$ cat src/rtl/time_to_digits_if.sv
// ----------------------------------------------------------------------------
// time_to_digits_if
//   Bundles the signals between second_counter, time_to_digits and
//   display_control.
//
//   Handshake: there is no valid/ready pair. sec_count is a level that the
//   converter samples whenever it is idle and the value differs from the last
//   one it converted. done is a one-cycle pulse that coincides with the
//   digits taking their new value; busy is high from capture until that pulse.
//
//   Signals
//     sec_count  master->slave  binary seconds
//     digit3..0  slave->master  M tens, M ones, S tens, S ones (BCD, 4'hF blank)
//     busy       slave->master  conversion in progress
//     done       slave->master  digits updated this cycle
//     fsm_state  slave->master  debug view of the converter state
//
//   Modports: master (producer of sec_count / consumer of digits), slave
//   (the converter).
// ----------------------------------------------------------------------------
interface time_to_digits_if #(
  parameter int CNT_W = 12
);
  logic [CNT_W-1:0] sec_count;
  logic [3:0]       digit3;
  logic [3:0]       digit2;
  logic [3:0]       digit1;
  logic [3:0]       digit0;
  logic             busy;
  logic             done;
  logic [2:0]       fsm_state;

  modport master (
    output sec_count,
    input  digit3, digit2, digit1, digit0, busy, done, fsm_state
  );

  modport slave (
    input  sec_count,
    output digit3, digit2, digit1, digit0, busy, done, fsm_state
  );
endinterface

$ cat src/rtl/time_to_digits.sv
// ----------------------------------------------------------------------------
// time_to_digits
//   Converts a binary elapsed-second count into four BCD digits MM:SS.
//   Division is done by repeated subtraction: by 60 for minutes, then by 10
//   for the seconds digits and the minutes digits. The four digit outputs
//   change together, only when a conversion completes, so the display never
//   shows a partial result.
//
//   Ports
//     clk    system clock
//     rst_n  asynchronous active-low reset
//     bus    time_to_digits_if.slave (sec_count in; digits, busy, done,
//            fsm_state out)
//
//   Parameters
//     CNT_W    width of sec_count (must match the interface)
//     MAX_SEC  largest convertible value; larger inputs show 99:59
//
//   Build option
//     BLANK_LEAD_ZERO_EN  when defined, digit3 shows 4'hF (blank) whenever
//                         the minutes tens digit is zero.
// ----------------------------------------------------------------------------
module time_to_digits #(
  parameter int CNT_W   = 12,
  parameter int MAX_SEC = 5999
) (
  input  logic              clk,
  input  logic              rst_n,
  time_to_digits_if.slave   bus
);

  typedef enum logic [2:0] {
    IDLE  = 3'd0,
    DIV60 = 3'd1,
    SEC10 = 3'd2,
    MIN10 = 3'd3,
    LOAD  = 3'd4
  } state_t;

  localparam logic [CNT_W-1:0] SIXTY = CNT_W'(60);
  localparam logic [CNT_W-1:0] TEN   = CNT_W'(10);
  // Compare against the clamp limit in 32 bits: MAX_SEC need not fit CNT_W.
  localparam logic [31:0]      MAX_W = MAX_SEC;

  state_t           state;
  state_t           state_nx;
  logic [CNT_W-1:0] rem;
  logic [CNT_W-1:0] last_val;
  logic [6:0]       min_acc;
  logic [3:0]       s_tens;
  logic [3:0]       s_ones;
  logic [3:0]       m_tens;
  logic [31:0]      sec_wide;
  logic             changed;
  logic [3:0]       d3_load;

  assign sec_wide      = 32'(bus.sec_count);
  assign changed       = (bus.sec_count != last_val);
  assign bus.fsm_state = state;

`ifdef BLANK_LEAD_ZERO_EN
  assign d3_load = (m_tens == 4'd0) ? 4'hF : m_tens;
`else
  assign d3_load = m_tens;
`endif

  // State register
  always_ff @(posedge clk or negedge rst_n) begin
    if (!rst_n) begin
      state <= IDLE;
    end else begin
      state <= state_nx;
    end
  end

  // Next-state logic: each arithmetic state stays put while it can still
  // subtract, and leaves on the first cycle its remainder is below the divisor.
  always_comb begin
    state_nx = state;
    case (state)
      IDLE:    if (changed) state_nx = DIV60;
      DIV60:   if (rem < SIXTY) state_nx = SEC10;
      SEC10:   if (rem < TEN) state_nx = MIN10;
      MIN10:   if (min_acc < 7'd10) state_nx = LOAD;
      LOAD:    state_nx = IDLE;
      default: state_nx = IDLE;
    endcase
  end

  // Datapath and outputs
  always_ff @(posedge clk or negedge rst_n) begin
    if (!rst_n) begin
      rem        <= '0;
      last_val   <= '0;
      min_acc    <= '0;
      s_tens     <= '0;
      s_ones     <= '0;
      m_tens     <= '0;
      bus.digit3 <= '0;
      bus.digit2 <= '0;
      bus.digit1 <= '0;
      bus.digit0 <= '0;
      bus.busy   <= 1'b0;
      bus.done   <= 1'b0;
    end else begin
      bus.done <= 1'b0;
      case (state)
        IDLE: begin
          if (changed) begin
            rem      <= (sec_wide > MAX_W) ? CNT_W'(MAX_SEC) : bus.sec_count;
            last_val <= bus.sec_count;
            min_acc  <= '0;
            s_tens   <= '0;
            s_ones   <= '0;
            m_tens   <= '0;
            bus.busy <= 1'b1;
          end
        end
        DIV60: begin
          if (rem >= SIXTY) begin
            rem     <= rem - SIXTY;
            min_acc <= min_acc + 7'd1;
          end
        end
        SEC10: begin
          if (rem >= TEN) begin
            rem    <= rem - TEN;
            s_tens <= s_tens + 4'd1;
          end else begin
            s_ones <= rem[3:0];
          end
        end
        MIN10: begin
          // min_acc is reduced in place; what is left is the minutes ones digit.
          if (min_acc >= 7'd10) begin
            min_acc <= min_acc - 7'd10;
            m_tens  <= m_tens + 4'd1;
          end
        end
        LOAD: begin
          bus.digit3 <= d3_load;
          bus.digit2 <= min_acc[3:0];
          bus.digit1 <= s_tens;
          bus.digit0 <= s_ones;
          bus.done   <= 1'b1;
          bus.busy   <= 1'b0;
        end
        default: ;
      endcase
    end
  end

endmodule

$ cat src/flat_wrapper.sv
// flat-port wrapper written by rule: the top's interface ports become plain ports
module time_to_digits_flat 
#(
  parameter int CNT_W   = 12,
  parameter int MAX_SEC = 5999
)
  (clk, rst_n, bus_sec_count, bus_digit3, bus_digit2, bus_digit1, bus_digit0, bus_busy, bus_done, bus_fsm_state);
  time_to_digits_if #(.CNT_W(CNT_W)) bus_i ();
  input  logic clk;
  input  logic rst_n;
  input wire logic [$bits(bus_i.sec_count)-1:0] bus_sec_count;
  output wire logic [$bits(bus_i.digit3)-1:0] bus_digit3;
  output wire logic [$bits(bus_i.digit2)-1:0] bus_digit2;
  output wire logic [$bits(bus_i.digit1)-1:0] bus_digit1;
  output wire logic [$bits(bus_i.digit0)-1:0] bus_digit0;
  output wire logic [$bits(bus_i.busy)-1:0] bus_busy;
  output wire logic [$bits(bus_i.done)-1:0] bus_done;
  output wire logic [$bits(bus_i.fsm_state)-1:0] bus_fsm_state;
  assign bus_i.sec_count = bus_sec_count;
  assign bus_digit3 = bus_i.digit3;
  assign bus_digit2 = bus_i.digit2;
  assign bus_digit1 = bus_i.digit1;
  assign bus_digit0 = bus_i.digit0;
  assign bus_busy = bus_i.busy;
  assign bus_done = bus_i.done;
  assign bus_fsm_state = bus_i.fsm_state;
  time_to_digits #(.CNT_W(CNT_W), .MAX_SEC(MAX_SEC)) u_core (.clk(clk), .rst_n(rst_n), .bus(bus_i));
endmodule
$ cat config.mk
export PLATFORM = sky130hd
export DESIGN_NAME = time_to_digits_flat
export DESIGN_NICKNAME = d
export VERILOG_FILES = /design/src/rtl/time_to_digits_if.sv /design/src/rtl/time_to_digits.sv /design/src/flat_wrapper.sv
export SDC_FILE = /design/constraint.sdc
export NUM_CORES = 1
export LEC_CHECK = 0
export ABC_AREA = 0
export ABC_CLOCK_PERIOD_IN_PS = 2000
export BUFFER_PORTS_ARGS = -buffer_cell sky130_fd_sc_hd__clkbuf_2
export CORE_MARGIN = 2
export CORE_UTILIZATION = 35
export CTS_CLUSTER_DIAMETER = 60
export DETAILED_ROUTE_END_ITERATION = 6
export PLACE_DENSITY = 0.63
export SKIP_LAST_GASP = 1
export SLEW_MARGIN = 20
export SYNTH_ARGS = -nofsm -noshare
export SYNTH_HDL_FRONTEND = slang
export SYNTH_SLANG_ARGS = --single-unit
$ cat constraint.sdc
create_clock -name clk -period 2 [get_ports clk]
set_input_delay 0.5 -clock clk [delete_from_list [all_inputs] [get_ports clk]]
set_output_delay 0.5 -clock clk [all_outputs]
set_load 0.02 [all_outputs]
Word level (Yosys, flattened, before mapping). Index checks and enable logic that the tools add are counted.

Input port bits: 14. Word-level logic and storage cells: 77. Output and inout port bits: 21. Flip-flop bits (word level): 64.

Equality and inequality tests: 13. Add/sub/neg operators: 6. Muxes and demuxes: 24. Order comparisons: 7. Reduce and logical (&&, ||, !) cells: 14.

Operators with widths (number): $mux 12 (4); $pmux 12 s3 (1); $pmux 4 s2 (3); $mux 7 (3); $pmux 7 s3 (1); $mux 4 (4); $ne 2x1->1 const B (7); $gt 12x13->1 const B (1); $ge 12x4->1 const B (1); $ge 12x6->1 const B (1); $lt 12x4->1 const B (1); $lt 12x6->1 const B (1); $mux 3 (4); $ne 12x12->1 (1); $pmux 3 s4 (1); $reduce_and 4->1 (3); $sub 12x4->12 const B (1); $sub 12x6->12 const B (1); $reduce_and 3->1 (3); $add 4x1->4 const B (2); $add 7x1->7 const B (1); $ge 7x4->1 const B (1); $lt 7x4->1 const B (1); $sub 7x4->7 const B (1); 10 further kinds (16).

Depth between registers and ports, before layout. Gate-level depths: netlist of the first run.

Word-level depth: 4. Mapped depth: 9. Depth with buffers taken out: 8.

Worst setup path after synthesis of the first run. OpenSTA, ideal clock, no wires.

Path type: reg2reg. Start point: register u_core.rem[3]. End point: register u_core.s_tens[3]. Required time: 1.879 ns. Library setup time: 0.121 ns. Cell stages (with the launch flop): 9. Slack: 0.002 ns. Buffers on the path: 1. Data arrival time: 1.877 ns. Clock period less this slack: 1.998 ns. Cell sequence: dfrtp_1 ha_1 a2111oi_4 o2111ai_2 and2_1 buf_6 nand4_2 xor2_1 nor2_1.

Word-level cells in the longest chain between the ends: 3.

RTL lines: from (decl) (RTL line time_to_digits.sv:47) `logic [CNT_W-1:0] rem;`; from (signal assigned) (RTL line time_to_digits.sv:110) `rem <= (sec_wide > MAX_W) ? CNT_W'(MAX_SEC) : bus.sec_count;`; from (signal assigned) (RTL line time_to_digits.sv:121) `rem <= rem - SIXTY;`; from (signal assigned) (RTL line time_to_digits.sv:127) `rem <= rem - TEN;`; $ge 12x4->1 (RTL line time_to_digits.sv:126) `if (rem >= TEN) begin`; $ne 2x1->1 (no line); $reduce_and 3->1 (no line); to (signal assigned) (RTL line time_to_digits.sv:128) `s_tens <= s_tens + 4'd1;`; to (decl) (RTL line time_to_digits.sv:50) `logic [3:0] s_tens;`.

No other way between the ends. A chain may end at the register's enable or synchronous reset.

Final worst setup path of the first run.
Start point: register u_core.rem[2]. End point: register u_core.s_ones[1].

Word-level cells in the longest chain between the ends: 3.

RTL lines: $ge 12x4->1 (RTL line time_to_digits.sv:126); $ne 2x2->1 (no line); $reduce_and 3->1 (no line); to (signal assigned) (RTL line time_to_digits.sv:130) `s_ones <= rem[3:0];`; to (decl) (RTL line time_to_digits.sv:51) `logic [3:0] s_ones;`.

No other way between the ends.

==> impl_results.md, run 1 <==
* Status: complete, no violations
* Minimum clock period at 1.977 ns
* DR vias at 2,725
* Number of antenna diodes at 0
* Commonest non-fill, non-tap cells in the layout: dfrtp_1 (64), buf_4 (48), clkbuf_2 (34)
* Vias in the first global route at 2,663
* Yosys warns at 0
* Max IR drop VDD at 0.6036 mV
* Syn Area/Cell at 10.60 µm²
* Arr. time, crit path at 2.21 ns
* Final period util at 98.85%
* Post-synth net total at 351
* EDFF count, synth at 0
* Flops & latches, synth at 64
* CP Capture Type: register
* Placed Cells at 521
* Total Wirelength at 7621 µm
* Post-placement cell area at 4058 µm²
* Worst min-delay path class: input port to asynchronous set/reset pin
* Num CTS Buffers at 9
* Critical path's slowest cell: dfrtp_1
* CTS Buffer Depth at 2
* Cell Area, Synth at 3467 µm²
* Grt total ovfl at 0
* LEAKAGE at 0.001961 µW
* Worst-skew pair later-pin latency at 0.34 ns
* DR vias/cell at 5.018
* WS Path Type: register to register
* Final nets at 429
* Buffers on Ports at 34
* Non-filler cells in the finished layout at 543
* Most common cell after layout, fill and taps aside: dfrtp_1
* First-pass GRT wire length at 13,000 µm
* Largest net degree at the start of global routing at 65
* GP Congestion at 0.9225
* Register area share after synthesis at 46.19%
* Drt first pass iters at 4
* Worst-path clk slew at 0.07 ns
* IO Count at 35
* Pwr Density at 1573 nW/µm²
* Avg WL per Cell at 14.03 µm
* H-Tree Depth at 3
* HPWL after DPL at 5493 µm
* ANT nets after route at 0
* DRC viols at 0
* Maximum fanout along the worst path at 4
* Die area at 10,720 µm²
* Hold Vio Cnt, Final at 0
* WP data required at 2.23 ns
* Path depth of the worst reg2reg path at 7
* CTS tree: done
* Tot GR Track Use at 14.99%
* CP Cell Sequence: inv_1 -> ha_2 -> a2111oi_4 -> o2111ai_2 -> nand2_2 -> o211ai_1 -> a22o_2
* Drt first-iter violations at 187
* RSZ-0062 raised after global routing: true
* Clock root cell: clkbuf_8
* Final hold slack at 0.1550 ns
* Die Wd at 103.5 µm
* Worst Skew at 0.005328 ns
* Pre-CTS setup slack at -0.1846 ns
* Max_slew headroom at 74.02%
* Core Area at 9684 µm²
* CTS sink cnt at 64
* Worst-margin pin slew at 0.3881 ns
* Total Power at 6888 µW
* FMAX at 505.8 MHz
* Prevailing post-synth register cell: dfrtp_1
* Fin worst setup slack at 0.02308 ns
* Starting Density at 35.80%
* Hold buffers post-CTS at 0
* Layout Area Growth over Synthesis at 26.31%
* Max-cap violations at 0
* CP Launch Type: register
* Critical path's largest stage delay at 0.40 ns
* Core Rows at 36
* Cells after synthesis at 327
* Final non-filler cell area at 4379 µm²
* Pins Over Slew Limit at 0
* Initial antenna violation count at 0
* Setup violators final at 0
* Netlist cell types at 57
* Die Y at 103.5 µm
* Synth async-reset ratio at 100.0%
* Layout cells sized above 1 at 37.80%
-- power breakdown --
part	leakage, µW	total [µW]	internal [µW]	switching [µW]
combinational	0.00107	3370	1580	1790
clock	0.000105	1270	739	530
sequential	0.000783	2240	1770	476
-- cells by family after synthesis --
logic type	share of synthesized area, %
compound gates	18.91
simple gates	12.70
flops	46.19
mux	9.744
buf+inv	4.042
xor+xnor	4.800
fa+ha+maj	3.609
-- cell usage after synthesis (5+ instances only) --
master | count | area share [%]
o21ai_0 | 18 | 2.6
buf_2 | 10 | 1.4
dfrtp_1 | 64 | 46
inv_1 | 9 | 0.97
nand2_1 | 25 | 2.7
nand3_1 | 7 | 1.0
xor2_1 | 19 | 4.8
ha_1 | 10 | 3.6
a21oi_1 | 22 | 3.2
o22ai_1 | 5 | 0.90
nor2_1 | 22 | 2.4
and2_1 | 5 | 0.90
mux2_2 | 29 | 9.4
a22oi_1 | 5 | 1.1
a31oi_1 | 6 | 1.1
a21o_1 | 5 | 1.1
-- registers in the layout, summed over array words and instances (netlist names), 3 cells and up --
register              cells
u_core.bus.digit0         4
u_core.bus.digit1         4
u_core.bus.digit2         4
u_core.bus.digit3         4
u_core.bus.fsm_state      3
u_core.d3_load            4
u_core.last_val          12
u_core.min_acc            7
u_core.rem               12
u_core.s_ones             4
u_core.s_tens             4
-- layer usage --
| metal | track usage (%) | vias up | routed length, µm |
|---|---|---|---|
| li1 | - | 1350 | - |
| met4 | 5.792 | 0 | 96 |
| met3 | 3.524 | 7 | 244 |
| met5 | 0 | - | 0 |
| met2 | 23.56 | 48 | 3651 |
| met1 | 20.15 | 1320 | 3628 |
-- final cells by class --
cell class	instances	area, µm²
multi-input cells	237	1778
well taps	133	166.4
flip-flops and latches	64	1602
clock buffers	10	137.6
fillers	946	5305
clock inverters	6	91.34
inverters	9	33.78
repair buffers	84	570.5
-- stage by stage --
stage | utilization (%) | TNS [ns]
after floorplan | - | 0
after global placement | 41.90 | -1.775
after detailed placement | 41.90 | -2.011
after CTS | 44.56 | 0
after global routing | 45.22 | -1.340
final | 45.22 | 0
-- worst max-delay path, delay by kind of cell (launching register included) --
| kind | cells | cell delay (ns) |
|---|---|---|
| buffers and inverters | 1 | 0.08 |
| adders and majority gates | 1 | 0.20 |
| AOI/OAI and AO/OA | 4 | 1.04 |
| DFF | 1 | 0.40 |
| and+or+nand+nor | 1 | 0.16 |
-- path summary, 6_finish.rpt --
| kind | start | endpoint | slack [ns] |
|---|---|---|---|
| worst max register to register | u_core.rem[2]$_DFFE_PN0P_ | u_core.s_ones[1]$_DFFE_PN0P_ | 0.02 |
| worst min register to register | u_core.bus.busy$_DFFE_PN0P_ | u_core.bus.busy$_DFFE_PN0P_ | 0.49 |
| max in group asynchronous | rst_n | u_core.last_val[2]$_DFFE_PN0P_ | 1.56 |
| worst min-delay path | rst_n | u_core.bus.digit3[3]$_DFFE_PN0P_ | 0.15 |
| worst max-delay path | u_core.rem[2]$_DFFE_PN0P_ | u_core.s_ones[1]$_DFFE_PN0P_ | 0.02 |
| min in group clk | u_core.bus.busy$_DFFE_PN0P_ | u_core.bus.busy$_DFFE_PN0P_ | 0.49 |
-- what timing repair did --
item / 4_1_cts / 5_1_grt
endpoints found under the setup margin: 9 / 22
pin swaps: 1 / 11
setup buffers: 3 / 3
resized for setup: 2 / 13
Note: power is estimated with default switching activity, not from simulation.
==> run 2: changes to the inputs <==
--- a/config.mk
+++ b/config.mk
@@ -5,7 +5,7 @@
 export SDC_FILE = /design/constraint.sdc
 export NUM_CORES = 1
 export LEC_CHECK = 0
-export ABC_AREA = 0
+export ABC_AREA = 1
 export ABC_CLOCK_PERIOD_IN_PS = 2000
 export BUFFER_PORTS_ARGS = -buffer_cell sky130_fd_sc_hd__clkbuf_2
 export CORE_MARGIN = 2
==> impl_results.md, run 2 <==
* Setup TNS Final at 0 ns
* Vias in the first global route at 3,401
* Avg WL per Cell at 12.85 µm
* Fin util at 42.29%
* Layout Area Growth over Synthesis at 18.12%
* Switch share at 46.91%
* Worst Skew at 0.01526 ns
* CP Launch Type: register
* Worst-margin pin slew at 0.4628 ns
* Setup violators final at 0
* IO Count at 35
* Post-synth net total at 547
* Final non-filler cell area at 4584 µm²
* Reg-to-Reg Start: u_core.rem[2]$_DFFE_PN0P_
* Fin worst setup slack at 0.1608 ns
* Register area share after synthesis at 41.26%
* Top flop regs: u_core.last_val (12), u_core.rem (12), u_core.min_acc (7)
* Netlist cell types at 35
* ANT nets after route at 0
* Worst min-delay path class: input port to asynchronous set/reset pin
* Flops & latches, synth at 64
* Prevailing post-synth register cell: dfrtp_1
* Cell Area, Synth at 3881 µm²
* GP Congestion at 0.8487
* Drt first pass iters at 5
* CP Capture Type: register
* Buffers on Ports at 34
* Yosys top cell by area: dfrtp_1
* Final nets at 597
* Die area at 11,950 µm²
* FF-to-FF End: u_core.s_ones[0]$_DFFE_PN0P_
* Initial antenna violation count at 0
* Reg-to-reg slack, setup at 0.16 ns
* Cells after synthesis at 523
* CTS sink cnt at 64
* Minimum clock period at 1.839 ns
* H-Tree Depth at 3
* Path depth of the worst reg2reg path at 12
* Flop pwr share at 30.4%
* Maximum fanout along the worst path at 4
* Synth top area share at 41.26%
* DR vias at 3,565
* Count leader, synth: nand2_1
* Sw Pwr at 3519 µW
* Clock root cell: clkbuf_8
* Yosys warns at 0
* Status: complete, no violations
* CTS tree: done
* Die Wd at 109.3 µm
* Final period util at 91.96%
* LEAKAGE at 0.002401 µW
* Worst-skew pair later-pin latency at 0.35 ns
* Post-placement cell area at 4273 µm²
* Pre-CTS setup slack at -0.001596 ns
* Total Wirelength at 9229 µm
* Starting Density at 35.80%
* Max_slew headroom at 69.15%
* Pwr Density at 1636 nW/µm²
* Core Rows at 38
* Tot GR Track Use at 16.65%
* Comb power frac at 50.6%
* WP data required at 2.23 ns
* FMAX at 543.7 MHz
* HPWL after DPL at 6736 µm
* Syn Area/Cell at 7.421 µm²
* Hold buffers post-CTS at 0
* Clock share of power at 19.1%
* CTS Buffer Depth at 2
* Most frequent cells after synthesis: nand2_1 (195), dfrtp_1 (64), nand3_1 (59)
* Drt first-iter violations at 234
* Commonest non-fill, non-tap cells in the layout: nand2_1 (193), dfrtp_1 (63), nand3_1 (58)
* EDFF count, synth at 0
* First-pass GRT wire length at 15,700 µm
* P_int at 3983 µW
* Largest net degree at the start of global routing at 65
* Max-cap violations at 0
* Core Area at 10,840 µm²
* Total Power at 7502 µW
* Die Y at 109.3 µm
* DR vias/cell at 4.965
* Layout cells sized above 1 at 19.38%
* DRC viols at 0
* Grt total ovfl at 0
* Worst-path clk slew at 0.08 ns
* Arr. time, crit path at 2.07 ns
* Max IR drop VDD at 0.7721 mV
* Number of antenna diodes at 0
* Synth async-reset ratio at 100.0%
* WS Path Type: register to register
* Num CTS Buffers at 9
* Hold Vio Cnt, Final at 0
* Pins Over Slew Limit at 0
* Most common cell after layout, fill and taps aside: nand2_1
* Top post-synthesis cells by area: dfrtp_1 (41%), nand2_1 (19%), nand3_1 (7.6%), inv_1 (4.8%), ha_1 (3.2%)
run 2: power groups by stage:
stage                     Sequential [µW]  Clock [µW]  Combinational [µW]
after floorplan                      2400           0                2580
after global routing                 2360        1520                4330
after CTS                            2270        1470                3740
after global placement               2280           0                3620
after detailed placement             2300           0                3700
final                                2280        1430                3790
run 2: per-stage QoR:
step | instances | hold WS [ns]
after CTS | 716 | 0.1674
after global placement | 699 | 0.4534
after global routing | 718 | 0.1785
after detailed placement | 699 | 0.4585
final | 718 | 0.1559
after floorplan | 523 | 0.2044
run 2: how the worst max path moves through the flow:
stage                                    startpoint  cells after the start                           end
after floorplan           u_core.rem[2]$_DFFE_PN0P_                     12  u_core.s_ones[0]$_DFFE_PN0P_
after global placement    u_core.rem[2]$_DFFE_PN0P_                     12  u_core.s_ones[2]$_DFFE_PN0P_
after detailed placement  u_core.rem[2]$_DFFE_PN0P_                     12  u_core.s_ones[1]$_DFFE_PN0P_
after CTS                 u_core.rem[2]$_DFFE_PN0P_                     12  u_core.s_ones[0]$_DFFE_PN0P_
after global routing      u_core.rem[2]$_DFFE_PN0P_                     12  u_core.s_ones[0]$_DFFE_PN0P_
final                     u_core.rem[2]$_DFFE_PN0P_                     12  u_core.s_ones[0]$_DFFE_PN0P_
run 2: timing repair:
action	in CTS	in global routing
pin swaps	0	1
setup buffers	1	2
setup endpoints to repair	4	23
gates resized for setup	1	9
run 2: metal layers:
| layer | track usage, % | routed length (µm) |
|---|---|---|
| met1 | 21.58 | 4335 |
| met2 | 28.66 | 4407 |
| met3 | 3.438 | 398 |
| met4 | 3.707 | 88 |
| met5 | 0 | 0 |
run 2: cell families (layout without fill, tap and decap cells):
group	after synthesis	count (layout)	share of synthesized area, %
AOI/OAI and AO/OA	48	48	7.189
buffers and inverters	70	125	7.543
DFF	64	64	41.26
and+or+nand+nor	325	325	39.43
xor gates and xnor gates	6	6	1.354
adders and majority gates	10	10	3.224
run 2: critical path, cell delays in order, from the launching register on:
cell and delay (ns):
dfrtp_1 0.42, inv_2 0.07, ha_1 0.20, nand2_1 0.10
nand2_2 0.09, nor2_4 0.14, nand2_2 0.10, nor2_4 0.14
nand2_2 0.10, nand2_2 0.10, nand3_2 0.11, nand2_1 0.09
nand2_1 0.06
run 2: final cells by class:
| class | instances | area [µm²] |
|---|---|---|
| Multi-Input combinational cell | 389 | 2019 |
| Fill cell | 1081 | 6256 |
| Tap cell | 140 | 175.2 |
| Sequential cell | 64 | 1603 |
| Inverter | 61 | 234.0 |
| Timing Repair Buffer | 48 | 300.3 |
| Clock inverter | 6 | 115.1 |
| Clock buffer | 10 | 137.6 |
==> run 3: changes to the inputs <==
--- a/config.mk
+++ b/config.mk
@@ -6,13 +6,13 @@
 export NUM_CORES = 1
 export LEC_CHECK = 0
 export ABC_AREA = 1
-export ABC_CLOCK_PERIOD_IN_PS = 2000
+export ABC_CLOCK_PERIOD_IN_PS = 2300
 export BUFFER_PORTS_ARGS = -buffer_cell sky130_fd_sc_hd__clkbuf_2
 export CORE_MARGIN = 2
-export CORE_UTILIZATION = 35
+export CORE_UTILIZATION = 44
 export CTS_CLUSTER_DIAMETER = 60
 export DETAILED_ROUTE_END_ITERATION = 6
-export PLACE_DENSITY = 0.63
+export PLACE_DENSITY = 0.71
 export SKIP_LAST_GASP = 1
 export SLEW_MARGIN = 20
 export SYNTH_ARGS = -nofsm -noshare
==> constraint.sdc (replaced) <==
create_clock -name clk -period 2.3 [get_ports clk]
set_input_delay 0.575 -clock clk [delete_from_list [all_inputs] [get_ports clk]]
set_output_delay 0.575 -clock clk [all_outputs]
set_load 0.02 [all_outputs]
==> impl_results.md, run 3 (synthesis results as in run 2) <==
* Vias in the first global route at 3,440
* CTS sink cnt at 64
* Clock root cell: clkbuf_8
* H-Tree Depth at 3
* Die Y at 97.92 µm
* Setup violators final at 0
* # Post-CTS Setup Buffers at 0
* Tot GR Track Use at 20.38%
* LEAKAGE at 0.002318 µW
* DRC viols at 0
* Drt first-iter violations at 255
* Max-cap violations at 0
* Drt first pass iters at 6
* Num CTS Buffers at 9
* Pwr Density at 1388 nW/µm²
* Placed Cells at 661
* Die area at 9588 µm²
* Path depth of the worst reg2reg path at 12
* Commonest non-fill, non-tap cells in the layout: nand2_1 (195), dfrtp_1 (64), nand3_1 (59)
* CP Launch Type: register
* Worst-path clk slew at 0.08 ns
* Setup TNS Final at 0 ns
* Maximum fanout along the worst path at 7
* Max_slew headroom at 69.12%
* DR vias at 3,551
* HPWL after DPL at 6571 µm
* Layout Area Growth over Synthesis at 12.25%
* Final period util at 92.28%
* PostCTS Resize Cnt at 0
* Buffers on Ports at 34
* Worst-margin pin slew at 0.4584 ns
* WS Path Type: register to register
* Status: complete, no violations
* Worst Skew at 0.01426 ns
* Hold buffers post-CTS at 0
* Die Wd at 97.92 µm
* Most common cell after layout, fill and taps aside: nand2_1
* Worst-skew pair later-pin latency at 0.36 ns
* Hold Vio Cnt, Final at 0
* First-pass GRT wire length at 15,960 µm
* Worst min-delay path class: input port to asynchronous set/reset pin
* Avg WL per Cell at 13.48 µm
* CTS Buffer Depth at 2
* Arr. time, crit path at 2.37 ns
* Largest net degree at the start of global routing at 30
* CTS tree: done
* Reg-to-reg slack, setup at 0.18 ns
* Core Rows at 34
* Number of antenna diodes at 0
* FMAX at 471.2 MHz
* Starting Density at 44.94%
* ANT nets after route at 0
* Final nets at 588
* Max IR drop VDD at 0.6469 mV
* IO Count at 35
* Final hold slack at 0.1402 ns
* WP data required at 2.55 ns
* GP Congestion at 0.9236
* Layout cells sized above 1 at 17.05%
* Total Wirelength at 9123 µm
* Non-filler cells in the finished layout at 677
* CP Capture Type: register
* RSZ-0062 raised after global routing: false
* Core Area at 8636 µm²
* Grt total ovfl at 0
* FF-to-FF End: u_core.s_ones[2]$_DFFE_PN0P_
* Pins Over Slew Limit at 0
* Top flop regs: u_core.last_val (12), u_core.rem (12), u_core.min_acc (7)
* Minimum clock period at 2.122 ns
* DR vias/cell at 5.245
* Initial antenna violation count at 0
* Reg-to-Reg Start: u_core.rem[2]$_DFFE_PN0P_
run 3: layout make-up:
cell class              count  area [µm²]
fillers                   836        4279
multi-input cells         389        1987
flip-flops and latches     64        1602
inverters                  61       231.5
repair buffers             39       220.2
clock buffers              10       137.6
well taps                 108       135.1
clock inverters             6       43.79
run 3: power breakdown:
group	internal, µW	leakage, µW	switching [µW]
Sequential	1550	0.000826	472
Combinational	1050	0.00140	2060
Clock	424	0.0000926	496
run 3: metrics by stage:
| stage | setup WS [ns] | util (%) | cell area [µm²] | power (µW) |
|---|---|---|---|---|
| after floorplan | 0.5701 | - | 3881 | 4326 |
| after global placement | 0.3136 | 48.35 | 4175 | 5014 |
| after detailed placement | 0.1885 | 48.35 | 4175 | 5108 |
| after CTS | 0.2165 | 50.45 | 4357 | 6031 |
| after global routing | 0.03228 | 50.45 | 4357 | 6594 |
| final | 0.1776 | 50.45 | 4357 | 6047 |
run 3: worst max-delay path by stage:
stage	start	endpoint	slack (ns)	cells after the start
final	u_core.rem[2]$_DFFE_PN0P_	u_core.s_ones[2]$_DFFE_PN0P_	0.18	12
after global routing	u_core.rem[2]$_DFFE_PN0P_	u_core.s_ones[3]$_DFFE_PN0P_	0.03	12
after CTS	u_core.rem[2]$_DFFE_PN0P_	u_core.s_ones[2]$_DFFE_PN0P_	0.22	12
after detailed placement	bus_sec_count[8]	u_core.last_val[8]$_DFFE_PN0P_	0.19	10
after global placement	u_core.rem[2]$_DFFE_PN0P_	u_core.s_ones[2]$_DFFE_PN0P_	0.31	12
after floorplan	u_core.rem[2]$_DFFE_PN0P_	u_core.s_ones[0]$_DFFE_PN0P_	0.57	12
run 3: critical path, cell delays in order, from the launching register on:
cell and delay (ns):
dfrtp_1 0.47, inv_1 0.13, ha_1 0.21, nand2_1 0.09, nand2_1 0.13, nor2_4 0.17
nand2_2 0.09, nor2_2 0.19, nand2_2 0.11, nand2_1 0.12, nand3_1 0.16, nand2_1 0.10
nand2_1 0.05
run 3: routing by layer:
metal  up-vias  track usage (%)  part of all wire, %
met1      1632            27.41                   46
met2       128            32.77                   46
met5         -                0                    0
li1       1766                -                    -
met3        25            4.366                  6.6
met4         0            6.944                  1.9
